`config.mk`:
```
export PLATFORM = sky130hd
export DESIGN_NAME = fft_addr_gen
export DESIGN_NICKNAME = d
export VERILOG_FILES = /design/src/rtl/fft_addr_gen.sv
export SDC_FILE = /design/constraint.sdc
export NUM_CORES = 1
export LEC_CHECK = 0
export BUFFER_PORTS_ARGS = -buffer_cell sky130_fd_sc_hd__buf_2
export CAP_MARGIN = 15
export CORE_UTILIZATION = 50
export DETAILED_ROUTE_END_ITERATION = 12
export PLACE_DENSITY = 0.7
export SLEW_MARGIN = 0
export SYNTH_ARGS = -nofsm -noshare
export SYNTH_HDL_FRONTEND = slang
export SYNTH_SLANG_ARGS = --single-unit
```
`constraint.sdc`:
```
create_clock -name clk -period 3.9 [get_ports clk]
set_input_delay 0.195 -clock clk [delete_from_list [all_inputs] [get_ports clk]]
set_output_delay 0.195 -clock clk [all_outputs]
set_load 0.005 [all_outputs]
```
`src/rtl/fft_addr_gen.sv`:
```
// Address and control sequencer for an in-place radix-2 DIT FFT.
// Walks every stage/butterfly, issues reads and twiddle index, and replays them as write-backs one cycle later.
module fft_addr_gen #(
    parameter int LOG2_N     = 9,
    parameter int ADDR_WIDTH = LOG2_N,
    parameter int TW_WIDTH   = LOG2_N - 1
) (
    input  logic                       clk,
    input  logic                       reset,
    input  logic                       start,
    output logic                       busy,
    output logic                       done,
    output logic [ADDR_WIDTH-1:0]      rd_addr_a,
    output logic [ADDR_WIDTH-1:0]      rd_addr_b,
    output logic [TW_WIDTH-1:0]        tw_addr,
    output logic                       rd_en,
    output logic                       bf_enable,
    output logic                       wr_en,
    output logic [ADDR_WIDTH-1:0]      wr_addr_a,
    output logic [ADDR_WIDTH-1:0]      wr_addr_b,
    output logic [$clog2(LOG2_N)-1:0]  stage
);

    localparam int STAGE_W = $clog2(LOG2_N);
    localparam int I_W     = LOG2_N - 1;

    localparam logic [I_W-1:0]        I_LAST     = {I_W{1'b1}};
    localparam logic [STAGE_W-1:0]    S_LAST     = STAGE_W'(LOG2_N - 1);
    localparam logic [ADDR_WIDTH-1:0] ADDR_ZERO  = {ADDR_WIDTH{1'b0}};
    localparam logic [TW_WIDTH-1:0]   TW_ZERO    = {TW_WIDTH{1'b0}};

    typedef enum logic [1:0] {
        ST_IDLE   = 2'd0,
        ST_RUN    = 2'd1,
        ST_BUBBLE = 2'd2,
        ST_DONE   = 2'd3
    } state_t;

    state_t               state_r;
    state_t               state_nxt_s;
    logic [STAGE_W-1:0]   stage_r;
    logic [STAGE_W-1:0]   stage_nxt_s;
    logic [I_W-1:0]       idx_r;
    logic [I_W-1:0]       idx_nxt_s;
    logic                 run_nxt_s;

    logic                  busy_r;
    logic                  done_r;
    logic                  rd_en_r;
    logic [ADDR_WIDTH-1:0] rd_addr_a_r;
    logic [ADDR_WIDTH-1:0] rd_addr_b_r;
    logic [TW_WIDTH-1:0]   tw_addr_r;
    logic                  wr_en_r;
    logic                  bf_enable_r;
    logic [ADDR_WIDTH-1:0] wr_addr_a_r;
    logic [ADDR_WIDTH-1:0] wr_addr_b_r;

    // Upper index bits move up one position to open the gap for the B partner at bit s.
    function automatic logic [ADDR_WIDTH-1:0] calc_addr_a(input logic [I_W-1:0] idx,
                                                          input logic [STAGE_W-1:0] stg);
        logic [ADDR_WIDTH-1:0] idx_w;
        logic [ADDR_WIDTH-1:0] mask;
        idx_w = ADDR_WIDTH'(idx);
        mask  = (ADDR_WIDTH'(1) << stg) - ADDR_WIDTH'(1);
        return ((idx_w & ~mask) << 1) | (idx_w & mask);
    endfunction

    function automatic logic [ADDR_WIDTH-1:0] calc_addr_b(input logic [ADDR_WIDTH-1:0] addr_a,
                                                          input logic [STAGE_W-1:0] stg);
        return addr_a | (ADDR_WIDTH'(1) << stg);
    endfunction

    // In the last stage 1<<s overflows the mask width, leaving all ones as intended.
    function automatic logic [TW_WIDTH-1:0] calc_tw(input logic [I_W-1:0] idx,
                                                    input logic [STAGE_W-1:0] stg);
        logic [TW_WIDTH-1:0] mask;
        logic [STAGE_W-1:0]  shamt;
        mask  = (TW_WIDTH'(1) << stg) - TW_WIDTH'(1);
        shamt = S_LAST - stg;
        return (TW_WIDTH'(idx) & mask) << shamt;
    endfunction

    // Sequencer state, stage and butterfly counters.
    always_ff @(posedge clk or negedge reset) begin
        if (!reset) begin
            state_r <= ST_IDLE;
            stage_r <= {STAGE_W{1'b0}};
            idx_r   <= {I_W{1'b0}};
        end else begin
            state_r <= state_nxt_s;
            stage_r <= stage_nxt_s;
            idx_r   <= idx_nxt_s;
        end
    end

    // Next-state and counter update.
    always_comb begin
        state_nxt_s = state_r;
        stage_nxt_s = stage_r;
        idx_nxt_s   = idx_r;
        case (state_r)
            ST_IDLE: begin
                if (start) begin
                    state_nxt_s = ST_RUN;
                    stage_nxt_s = {STAGE_W{1'b0}};
                    idx_nxt_s   = {I_W{1'b0}};
                end else begin
                    state_nxt_s = ST_IDLE;
                end
            end
            ST_RUN: begin
                if (idx_r == I_LAST) begin
                    state_nxt_s = ST_BUBBLE;
                end else begin
                    idx_nxt_s = idx_r + I_W'(1);
                end
            end
            ST_BUBBLE: begin
                if (stage_r == S_LAST) begin
                    state_nxt_s = ST_DONE;
                end else begin
                    state_nxt_s = ST_RUN;
                    stage_nxt_s = stage_r + STAGE_W'(1);
                    idx_nxt_s   = {I_W{1'b0}};
                end
            end
            ST_DONE: begin
                state_nxt_s = ST_IDLE;
                stage_nxt_s = {STAGE_W{1'b0}};
                idx_nxt_s   = {I_W{1'b0}};
            end
            default: begin
                state_nxt_s = ST_IDLE;
                stage_nxt_s = {STAGE_W{1'b0}};
                idx_nxt_s   = {I_W{1'b0}};
            end
        endcase
    end

    assign run_nxt_s = (state_nxt_s == ST_RUN);

    // Outputs are computed from next-state so they line up with the cycle the FSM is in RUN.
    always_ff @(posedge clk or negedge reset) begin
        if (!reset) begin
            busy_r      <= 1'b0;
            done_r      <= 1'b0;
            rd_en_r     <= 1'b0;
            rd_addr_a_r <= ADDR_ZERO;
            rd_addr_b_r <= ADDR_ZERO;
            tw_addr_r   <= TW_ZERO;
            wr_en_r     <= 1'b0;
            bf_enable_r <= 1'b0;
            wr_addr_a_r <= ADDR_ZERO;
            wr_addr_b_r <= ADDR_ZERO;
        end else begin
            busy_r      <= (state_nxt_s != ST_IDLE);
            done_r      <= (state_nxt_s == ST_DONE);
            rd_en_r     <= run_nxt_s;
            rd_addr_a_r <= run_nxt_s ? calc_addr_a(idx_nxt_s, stage_nxt_s) : ADDR_ZERO;
            rd_addr_b_r <= run_nxt_s ? calc_addr_b(calc_addr_a(idx_nxt_s, stage_nxt_s), stage_nxt_s)
                                     : ADDR_ZERO;
            tw_addr_r   <= run_nxt_s ? calc_tw(idx_nxt_s, stage_nxt_s) : TW_ZERO;
            wr_en_r     <= rd_en_r;
            bf_enable_r <= rd_en_r;
            wr_addr_a_r <= rd_en_r ? rd_addr_a_r : ADDR_ZERO;
            wr_addr_b_r <= rd_en_r ? rd_addr_b_r : ADDR_ZERO;
        end
    end

    assign busy      = busy_r;
    assign done      = done_r;
    assign rd_en     = rd_en_r;
    assign rd_addr_a = rd_addr_a_r;
    assign rd_addr_b = rd_addr_b_r;
    assign tw_addr   = tw_addr_r;
    assign wr_en     = wr_en_r;
    assign bf_enable = bf_enable_r;
    assign wr_addr_a = wr_addr_a_r;
    assign wr_addr_b = wr_addr_b_r;
    assign stage     = stage_r;

endmodule

```
* Word level (Yosys, flattened, before mapping)
Cells that the tools add are included.
Storage, ports and cells: register bits after elaboration 62, output and inout bits 53, logic and storage cells 51
Cells by class: $add $sub $neg 5, equal/unequal tests 7, shifts and indexed selects 3, multiplexer cells 16, bitwise logic cells 6, reductions and logical operators 2
Operator list (count):
- $mux 9 | 4
- $mux 8 | 4
- $pmux 8 s4 | 1
- $or 9x9->9 | 2
- $and 8x8->8 | 2
- $pmux 4 s3 | 1
- $and 8x9->9 | 1
- $shl 1x4->9 const A | 1
- $sub 9x2->9 const B | 1
- $add 8x1->8 const B | 1
- $eq 8x8->1 const B | 1
- $mux 4 | 2
- $not 8->8 | 1
- $pmux 2 s4 | 1
- $shl 1x4->8 const A | 1
- $shl 8x4->8 | 1
- $sub 8x2->8 const B | 1
- $eq 2x2->1 const B | 3
- $add 4x1->4 const B | 1
- $eq 2x1->1 const B | 2
- $eq 4x4->1 const B | 1
- $mux 2 | 2
- $sub 4x4->4 const A | 1
- $logic_not 2->1 | 1
- 2 further kinds | 2

* Depth between registers and ports, before layout
Gate-level depths: netlist of the first run.
depth after elaboration 10, mapped depth 16, gate-level depth less buffers 15

* Worst setup path before layout of the first run
Ideal clock, no wire load.
path type reg-to-reg, from register state_r[0], to register tw_addr_r[6], in the netlist tw_addr[6], setup time 0.094 ns, arrival time 2.956 ns, required time 3.806 ns, slack 0.850 ns, stages on the path, launching flop included 15, buffers on the path 2, cells stage by stage dfrtp_1 buf_4 nor3b_4 nand3_2 a31oi_4 inv_2 buf_6 ha_1 ha_1 or3_1 a311oi_1 o31ai_1 mux2i_1 o21ai_1 a211oi_1
On the way: longest elaborated chain between the ends 7, elaborated cells on any way between the ends 15
Ends and longest elaborated chain:
- start: declaration | RTL line 39 | state_t state_r;
- start signal: assignment | RTL line 90 | state_r <= state_nxt_s;
- $eq 2x2->1 or $logic_not 2->1 (tied branches) | RTL line 101 | case (state_r)
- $pmux 4 s3 | RTL line 101
- $shl 1x4->8 | RTL line 78 | mask = (TW_WIDTH'(1) << stg) - TW_WIDTH'(1);
- $sub 8x2->8 | RTL line 78
- $and 8x8->8 | RTL line 80 | return (TW_WIDTH'(idx) & mask) << shamt;
- $shl 8x4->8 | RTL line 80
- $mux 8 * | RTL line 162 | tw_addr_r <= run_nxt_s ? calc_tw(idx_nxt_s, stage_nxt_s) : TW_ZERO;
- end signal: assignment | RTL line 162
- end: declaration | RTL line 52 | logic [TW_WIDTH-1:0] tw_addr_r;
Mark *: on every way between the ends. The rest lies on a longest branch, timed or not.

* Worst setup path in the final report of the first run
from register stage_r[2], in the netlist stage[2], to register tw_addr_r[7], in the netlist tw_addr[7]
On the way: longest elaborated chain between the ends 8, elaborated cells on any way between the ends 16
Ends and longest elaborated chain:
- start: declaration | RTL line 41 | logic [STAGE_W-1:0] stage_r;
- start signal: assignment | RTL line 87 | stage_r <= {STAGE_W{1'b0}};
- start signal: assignment | RTL line 91 | stage_r <= stage_nxt_s;
- $add 4x1->4 or $eq 4x4->1 (tied branches) | RTL line 123, 119
- $mux 4 | RTL line 119 | if (stage_r == S_LAST) begin
- $pmux 4 s3 | RTL line 101
- $shl 1x4->8 | RTL line 78
- $sub 8x2->8 | RTL line 78
- $and 8x8->8 | RTL line 80
- $shl 8x4->8 | RTL line 80
- $mux 8 * | RTL line 162
Marks and branches as above.

==> results.yml, run 1 <==
run_status:
  status: "complete, no violations"
synthesis:
  ys_seq_area_share_pct: 50.2
  synthCells: 298
  synth_cell_types: 65
  syn_avg_cell_area_um2: 10.4
  async_flop_share_pct: 100
  yosysWarnings: 0
  synth_common_cells: "dfrtp_1 (62), nand2_1 (23), a21oi_1 (22)"
  syn_area_mm2: 0.00309
  ys_seq_elements: 62
  synth_edf_count: 0
  netlist.area_leader.share_pct: 50.2
  netlist_top_cells_area: "dfrtp_1 (50%), and2_1 (4.3%), ha_1 (3.6%)"
  yosys.area.top_type: "dfrtp_1"
  synth.net_count: 310
  ys.flop_type: "dfrtp_1"
  synth.most_common_cell: "dfrtp_1"
setup_path:
  cp.arrival_ns: 3.79
  path_cells: "nor3b_4, nand3_2, a31oi_4, inv_2, ha_1, ha_1, or3_1, a311oi_1, o31ai_1, o21ai_0, o21ai_0, nor4_1"
  critPathBufInv: 1
  worst-endpoint-required_ns: 4.12
  path_delay_family: "compound AO/OA/AOI/OAI gates"
  worstSetupPathType: "flip-flop to flip-flop"
  cp-start-kind: "flip-flop"
  cpPeakStageDelay_ns: 0.49
  cp_slowest_cell: "dfrtp_1"
  critPathMaxFanout: 12
  end_kind: "flip-flop"
sta:
  fin_crit_sh_pct: 91.4
  tightest_slew_ns: 0.783
  rsz0062_at_grt: "false"
  max_freq_mhz: 280
  clock_skew_ns: 0.00442
  worst_slack_ns: 0.334
  finalHoldViolations: 0
  fin_crit_ns: 3.57
  hold_ws_ns: 0.301
  setup_viol: 0
  final-max-slew-violation-count: 0
  relSlewSlack_pct: 47.8
  fin_tns_setup_ns: 0
pwr:
  total_power_mw: 2.18
  power_leakage_nw: 1.81
  ir_drop_mv: 0.289
  powerDensity_mw_per_mm2: 598
finish:
  final_nets: 375
  diodes: 0
  drive_gt1_share_pct: 27.5
  area.growth.synth_to_final_pct: 18.3
  n_fill_cell: 539
clock_network:
  cts_sinks: 62
  worstSkewPairLatency_ns: 0.34
  clkTransAtPathRegs_ns: 0.07
  cts_buffer_depth: 2
  htreeDepth: 3
  root_buffer: "clkbuf_8"
  cts_buffers: 9
  cts_tree: "yes"
grt:
  globalRoute.totalOverflow: 0
  antenna_found_initial: 0
  grt_pass1_wl_um: 11100
  grt_pass1_vias: 2274
  grt_use_total_pct: 23.1
  grt_max_degree: 35
drt:
  wire_per_inst_um: 15.9
  wl_um: 7010
  dr.pass1.iters: 4
  viasPerCell: 5.72
  post-route-drc-count: 0
  vias: 2530
  postRouteAntennaNets: 0
  drt_first_iter_violations: 192
placement:
  dp_slack_ns: 0.215
  hpwlAfterDp_um: 4960
  port_buffers: 55
  gp_congestion: 0.963
floorplan:
  rows: 28
  initial_utilization_pct: 51.8
  ios: 56
  die_h_um: 80.6
  die_area_mm2: 0.00649
  core_mm2: 0.00596
  die_w_um: 80.6
run:
  maxCapViolCount: 0
hold_path:
  min_path_type: "primary input to flip-flop"
## timing repair
| action | CTS | global route |
|---|---|---|
| endpoints found under the setup margin | 0 | 3 |
| endpoints found under the hold margin | 33 | 0 |
| setup buffers | 0 | 4 |
| resized for setup | 0 | 2 |
| hold buffers | 1 | 0 |
## per-layer routing
metal / vias up / track usage [%] / part of all wire (%)
li1: 1202 / - / -
met1: 1190 / 31.0 / 46
met2: 122 / 34.4 / 44
met3: 16 / 7.27 / 7.4
met4: 0 / 9.11 / 2.2
met5: - / 0 / 0
## state kept, by name, indices dropped and copies added (netlist names)
name,cells
wr_addr_b,9
done,1
rd_addr_b,9
busy,1
stage,4
rd_en,1
tw_addr,8
state_r,2
bf_enable,1
wr_addr_a,9
rd_addr_a,9
idx_r,8
## power breakdown
part	switching (mW)	leakage [nW]	internal (mW)
Clock	0.240	0.0952	0.307
Combinational	0.439	0.905	0.321
Sequential	0.0894	0.807	0.789
## worst paths after layout
check / startpoint / endpoint / slack, ns / cells after the start
setup / recovery: stage[2] / tw_addr[7] / 0.33 / 12
hold / removal: start / state_r[0] / 0.30 / 3
setup reg to reg: stage[2] / tw_addr[7] / 0.33 / 12
hold reg to reg: rd_addr_b[2] / wr_addr_b[2] / 0.48 / 1
max in group asynchronous: reset / tw_addr[0] / 2.57 / 3
min in group asynchronous: reset / wr_addr_a[7] / 0.47 / 2
## cells in the final DEF, fill, tap and decap left out, types with 3 or more instances in the layout
| master | netlist | final |
|---|---|---|
| and3_1 | 4 | 4 |
| and2_1 | 21 | 21 |
| nand4_1 | 5 | 5 |
| inv_2 | 3 | 3 |
| buf_2 | 4 | 55 |
| o22ai_1 | 3 | 3 |
| nand3_1 | 7 | 7 |
| o211ai_1 | 3 | 3 |
| a21oi_1 | 22 | 22 |
| a31oi_1 | 6 | 6 |
| nand3b_1 | 3 | 3 |
| clkbuf_8 | 0 | 10 |
| a21oi_2 | 3 | 3 |
| nand2_1 | 23 | 23 |
| nor4_1 | 3 | 3 |
| inv_1 | 19 | 19 |
| mux2i_1 | 3 | 3 |
| nor2_1 | 16 | 16 |
| dfrtp_1 | 62 | 60 |
| ha_1 | 9 | 9 |
| nor3_1 | 6 | 6 |
| buf_4 | 3 | 9 |
| o31ai_1 | 3 | 3 |
| a2111oi_0 | 3 | 3 |
| a211oi_1 | 3 | 3 |
| o21ai_0 | 7 | 7 |
## metrics by stage
step                      util, %  cell area, um2  std cells
final                        61.3            3650        442
after global routing         61.3            3650        442
after CTS                    60.8            3620        438
after detailed placement     57.5            3420        422
after global placement       57.5            3420        422
after floorplan                 -            3090        298
## worst reg2reg max path, cell delays in order, from the launching register on
cell	delay (ns)
dfrtp_1	0.49
nor3b_4	0.29
nand3_2	0.18
a31oi_4	0.33
inv_2	0.17
ha_1	0.25
ha_1	0.24
or3_1	0.42
a311oi_1	0.35
o31ai_1	0.20
o21ai_0	0.17
o21ai_0	0.10
nor4_1	0.24
## cell families (layout without fill, tap and decap cells)
logic type,Yosys count,in the layout,synth area share [%]
and+or+nand+nor,108,108,20.1
AOI/OAI and AO/OA,81,81,19.5
DFF,62,62,50.2
buffers and inverters,33,102,5.02
adders and majority gates,9,9,3.65
muxes,3,3,0.972
xor gates and xnor gates,2,2,0.567
## final cells by class
class	instances	area (um2)	area share [%]
flip-flops and latches	62	1550	42.5
clock inverters	4	47.5	1.30
repair buffers	65	353	9.66
inverters	22	82.6	2.26
clock buffers	11	141	3.87
well taps	75	93.8	2.57
multi-input cells	203	1380	37.8
No activity file was read; power rests on OpenSTA's default activity.
==> run 2, diff against run 1 <==
Settings changed: CORE_UTILIZATION 50 to 45, PLACE_DENSITY 0.7 to 0.64, SLEW_MARGIN 0 to 5.
==> run 2 against run 1 <==
  * The run now ends with DRC left
  * Sequential share of layout area is essentially flat
  * Cell count grew 0.23%
  * Global-route usage shrank 2.1 points
  * Routed wire length is 0.14% higher
  * Cell area about the same
  * Sequential power decreased by 0.7%
  * Critical endpoint is now rd_addr_b[6]
==> results.yml, run 2 (same netlist as run 1, synthesis figures left out) <==
sta:
  finalHoldViolations: 0
  relSlewSlack_pct: 50.2
  fin_tns_setup_ns: 0
  clock_skew_ns: 0.00661
  fin_crit_sh_pct: 93.5
  rsz0062_at_grt: "false"
  tightest_slew_ns: 0.747
  setup_viol: 0
  max_freq_mhz: 274
  fin_crit_ns: 3.65
  final-max-slew-violation-count: 0
  worst_slack_ns: 0.255
  hold_ws_ns: 0.00657
pwr:
  p_int_mw: 1.40
  netSwitchingPower_mw: 0.790
  pwr-share-seq_pct: 39.8
  power_leakage_nw: 1.80
  powerDensity_mw_per_mm2: 600
  total_power_mw: 2.19
  power_frac_comb_pct: 34.8
  ir_drop_mv: 0.247
  p_sw_share_pct: 36.0
  power.share.clock_pct: 25.4
setup_path:
  cp.arrival_ns: 3.87
  cp-startpoint: "stage[2]"
  path_delay_family: "compound AO/OA/AOI/OAI gates"
  rrSetupSlack_ns: 0.25
  cpPeakStageDelay_ns: 0.53
  end_kind: "flip-flop"
  cp_slowest_cell: "o31ai_1"
  worst-endpoint-required_ns: 4.12
  path_depth: 12
  path_cells: "nor3b_4, nand3_2, a31oi_4, inv_2, ha_1, ha_1, or3_1, nand2_1, a21oi_1, o31ai_1, a21oi_1, a31o_2"
  r2r_start: "stage[2]"
  cp-start-kind: "flip-flop"
  critPathBufInv: 1
  critPathMaxFanout: 12
  worstSetupPathType: "flip-flop to flip-flop"
  r2r_cells: 12
grt:
  globalRoute.totalOverflow: 0
  grt_use_total_pct: 21.0
  grt_pass1_wl_um: 11700
  antenna_found_initial: 0
  grt_max_degree: 63
  grt_pass1_vias: 2261
floorplan:
  core_mm2: 0.00649
  die_area_mm2: 0.00720
  die_h_um: 84.8
  rows: 29
  initial_utilization_pct: 47.5
  die_w_um: 84.8
  ios: 56
run_status:
  status: "finished with violations"
  failed_checks: "DRC"
drt:
  viasPerCell: 5.61
  drt_first_iter_violations: 171
  wl_um: 7020
  postRouteAntennaNets: 0
  vias: 2487
  wire_per_inst_um: 15.9
  post-route-drc-count: 7
  dr.pass1.iters: 10
finish:
  layout.cells.non_filler: 443
  final_cell_mix: "dfrtp_1 (60), buf_2 (55), nand2_1 (23)"
  drive_gt1_share_pct: 28.1
  postLayoutCoreUtil_pct: 56.2
  diodes: 0
  n_fill_cell: 567
  multiInputGateArea_mm2: 0.00139
  final_nets: 373
  final_common_cell: "dfrtp_1"
  final_area_mm2: 0.00365
  area.growth.synth_to_final_pct: 18.3
  final-seq-area_mm2: 0.00155
placement:
  gp_congestion: 0.942
  placed_cells: 424
  hpwlAfterDp_um: 4940
  dp_slack_ns: 0.165
  postPlaceCellArea_mm2: 0.00342
  port_buffers: 55
clock_network:
  postCtsHoldBufs: 0
  htreeDepth: 3
  worstSkewPairLatency_ns: 0.34
  cts_tree: "yes"
  clkTransAtPathRegs_ns: 0.07
  root_buffer: "clkbuf_8"
  cts_buffers: 9
  cts_buffer_depth: 2
  cts_sinks: 62
run:
  maxCapViolCount: 0
hold_path:
  min_path_type: "primary input to async pin"
## run 2: changes by cell type in the layout (fill, tap and decap cells not counted)
cell | previous run | this run
a311oi_2 | 0 | 1
clkbuf_8 | 10 | 9
clkinvlp_4 | 1 | 2
clkbuf_1 | 1 | 0
a311oi_1 | 1 | 0
buf_4 | 9 | 8
inv_6 | 0 | 1
dlygate4sd3_1 | 1 | 0
clkinv_4 | 0 | 1
## run 2: per-layer routing
metal,up-vias,share of wire [%],wire [um],global-route usage [%]
met3,10,6.0,424,6.23
met2,88,44,3070,29.8
met4,0,1.5,104,7.09
li1,1197,-,-,-
met1,1192,49,3430,30.7
met5,-,0,0,0
## run 2: worst reg2reg max path, stage by stage (launching register included)
cell and delay [ns]:
dfrtp_1 0.50, nor3b_4 0.29, nand3_2 0.18, a31oi_4 0.32
inv_2 0.17, ha_1 0.25, ha_1 0.23, or3_1 0.44
nand2_1 0.10, a21oi_1 0.05, o31ai_1 0.53, a21oi_1 0.21
a31o_2 0.27
## run 2: layout make-up
cell class	count	share of cell area (%)
well taps	77	2.64
multi-input cells	203	38.0
repair buffers	63	9.18
inverters	22	2.26
clock inverters	7	1.99
clock buffers	9	3.39
flip-flops and latches	62	42.5
## run 2: final timing paths
check / to
setup / recovery: rd_addr_b[6]
hold / removal: wr_addr_a[7]
setup reg to reg: rd_addr_b[6]
min in group clk: state_r[0]
hold reg to reg: wr_addr_a[5]
max in group asynchronous: state_r[1]
## run 2: power by group through the flow
stage	logic (mW)	clock network (mW)	registers, mW
floorplan	0.480	0	0.882
global placement	0.734	0	0.885
detailed placement	0.734	0	0.884
CTS	0.738	0.573	0.872
global route	0.841	0.606	0.891
finish	0.763	0.557	0.873
## run 2: timing repair
item,in CTS,in global routing
setup buffers,0,3
resized for setup,0,3
endpoints found under the setup margin,0,3
==> run 3, diff against run 2 <==
Settings changed: PLACE_DENSITY 0.64 to 0.67.
==> run 3 against run 2 <==
  * Clock skew is 0.00092 ns lower
  * Count of clock-buffer cells in the layout up 1
  * Cell count did not move
  * Critical path type unchanged
  * Utilization increased by 0.19 points
  * Setup slack improved by 0.063 ns
  * The flow still finishes with violations (DRC)
  * Maximum frequency up 1.7%
  * Via count rose by 2.7%
  * Global-route usage is 0.68 points lower
==> results.yml, run 3 (same netlist as run 1, synthesis figures left out) <==
floorplan:
  core_mm2: 0.00649
  die_w_um: 84.8
  initial_utilization_pct: 47.5
  die_h_um: 84.8
  die_area_mm2: 0.00720
  rows: 29
  ios: 56
sta:
  finalHoldViolations: 0
  clock_skew_ns: 0.00569
  final-max-slew-violation-count: 0
  fin_crit_ns: 3.58
  relSlewSlack_pct: 52.0
  rsz0062_at_grt: "false"
  fin_crit_sh_pct: 91.9
  max_freq_mhz: 279
  fin_tns_setup_ns: 0
  setup_viol: 0
  tightest_slew_ns: 0.718
clock_network:
  cts_tree: "yes"
  cts_buffer_depth: 2
  clkTransAtPathRegs_ns: 0.07
  cts_sinks: 62
  htreeDepth: 3
  root_buffer: "clkbuf_8"
  cts_buffers: 9
  worstSkewPairLatency_ns: 0.34
finish:
  drive_gt1_share_pct: 27.0
  n_fill_cell: 597
  diodes: 0
  postLayoutCoreUtil_pct: 56.4
  final-seq-area_mm2: 0.00155
  multiInputGateArea_mm2: 0.00138
  final_nets: 373
  final_area_mm2: 0.00366
  final_common_cell: "dfrtp_1"
  area.growth.synth_to_final_pct: 18.7
  final_cell_mix: "dfrtp_1 (61), buf_2 (55), nand2_1 (23)"
pwr:
  total_power_mw: 2.24
  pwr-share-seq_pct: 39.1
  power.share.clock_pct: 27.0
  p_int_mw: 1.46
  ir_drop_mv: 0.279
  p_sw_share_pct: 34.8
  power_frac_comb_pct: 33.9
  power_leakage_nw: 1.81
  netSwitchingPower_mw: 0.780
  powerDensity_mw_per_mm2: 611
setup_path:
  path_cells: "nor3b_4, nand3_2, a31oi_4, inv_2, ha_1, ha_1, or3_1, a311oi_1, o31ai_1, o21ai_0, o21ai_0, nor4_1"
  cp.arrival_ns: 3.82
  cp_slowest_cell: "dfrtp_1"
  worst-endpoint-required_ns: 4.14
  critPathMaxFanout: 12
  critPathBufInv: 1
  cp-start-kind: "flip-flop"
  end_kind: "flip-flop"
  cpPeakStageDelay_ns: 0.50
  worstSetupPathType: "flip-flop to flip-flop"
  path_delay_family: "compound AO/OA/AOI/OAI gates"
hold_path:
  min_path_type: "primary input to flip-flop"
placement:
  gp_congestion: 0.938
  hpwlAfterDp_um: 4920
  postPlaceCellArea_mm2: 0.00342
  port_buffers: 55
drt:
  wl_um: 6940
  postRouteAntennaNets: 0
  drt_first_iter_violations: 250
  wire_per_inst_um: 15.7
  viasPerCell: 5.76
  post-route-drc-count: 9
  vias: 2553
  dr.pass1.iters: 10
grt:
  globalRoute.totalOverflow: 0
  grt_pass1_wl_um: 11400
  grt_use_total_pct: 20.3
  antenna_found_initial: 0
  grt_max_degree: 44
  grt_pass1_vias: 2279
run_status:
  failed_checks: "DRC"
  status: "finished with violations"
run:
  maxCapViolCount: 0
[run 3: worst reg2reg max path, delay by kind of cell (launching register included)]
family	cells	cell delay, ns
AOI/OAI and AO/OA	5	1.22
and+or+nand+nor	4	1.09
DFF	1	0.50
adders and majority gates	2	0.48
buffers and inverters	1	0.17
[run 3: path summary, 6_finish.rpt]
kind | startpoint | to | slack (ns) | cells past startpoint
setup / recovery | state_r[1] | tw_addr[7] | 0.32 | 12
hold / removal | start | state_r[0] | 0.29 | 3
setup reg to reg | state_r[1] | tw_addr[7] | 0.32 | 12
hold reg to reg | rd_addr_a[5] | wr_addr_a[5] | 0.48 | 1
max in group asynchronous | reset | state_r[0] | 2.70 | 3
min in group asynchronous | reset | wr_addr_a[6] | 0.31 | 2
[run 3: area by class of cell]
cell class              instances  area share [%]
well taps                      77            2.63
inverters                      22            2.25
clock buffers                  10            3.48
multi-input cells             203            37.7
flip-flops and latches         62            42.4
clock inverters                 6            2.36
repair buffers                 63            9.22
[run 3: through the flow]
stage	setup slack (ns)	std cells	hold slack, ns
after detailed placement	0.217	423	0.145
after floorplan	0.850	298	-0.101
after global placement	0.307	423	0.144
final	0.317	443	0.292
after CTS	0.188	440	0.271
after global routing	0.0203	443	0.324
[run 3: metal layers]
metal  routed length, um  GRT usage (%)  vias up
li1                    -              -     1206
met1                3190           29.0     1205
met2                3040           29.6      127
met3                 547           6.03       15
met4                 159           6.93        0
met5                   0              0        -
[run 3: power by group through the flow]
| stage | registers [mW] | clock network [mW] | logic (mW) |
|---|---|---|---|
| 2_1_floorplan | 0.882 | 0 | 0.480 |
| 3_3_place_gp | 0.885 | 0 | 0.724 |
| 3_5_place_dp | 0.888 | 0 | 0.726 |
| 4_1_cts | 0.876 | 0.620 | 0.736 |
| 5_1_grt | 0.896 | 0.646 | 0.828 |
| 6_report | 0.877 | 0.604 | 0.759 |
[run 3: timing repair]
action,CTS,global route
setup endpoints to repair,0,3
hold buffers,1,0
buffers inserted,0,3
gates resized for setup,0,1
endpoints found under the hold margin,19,0
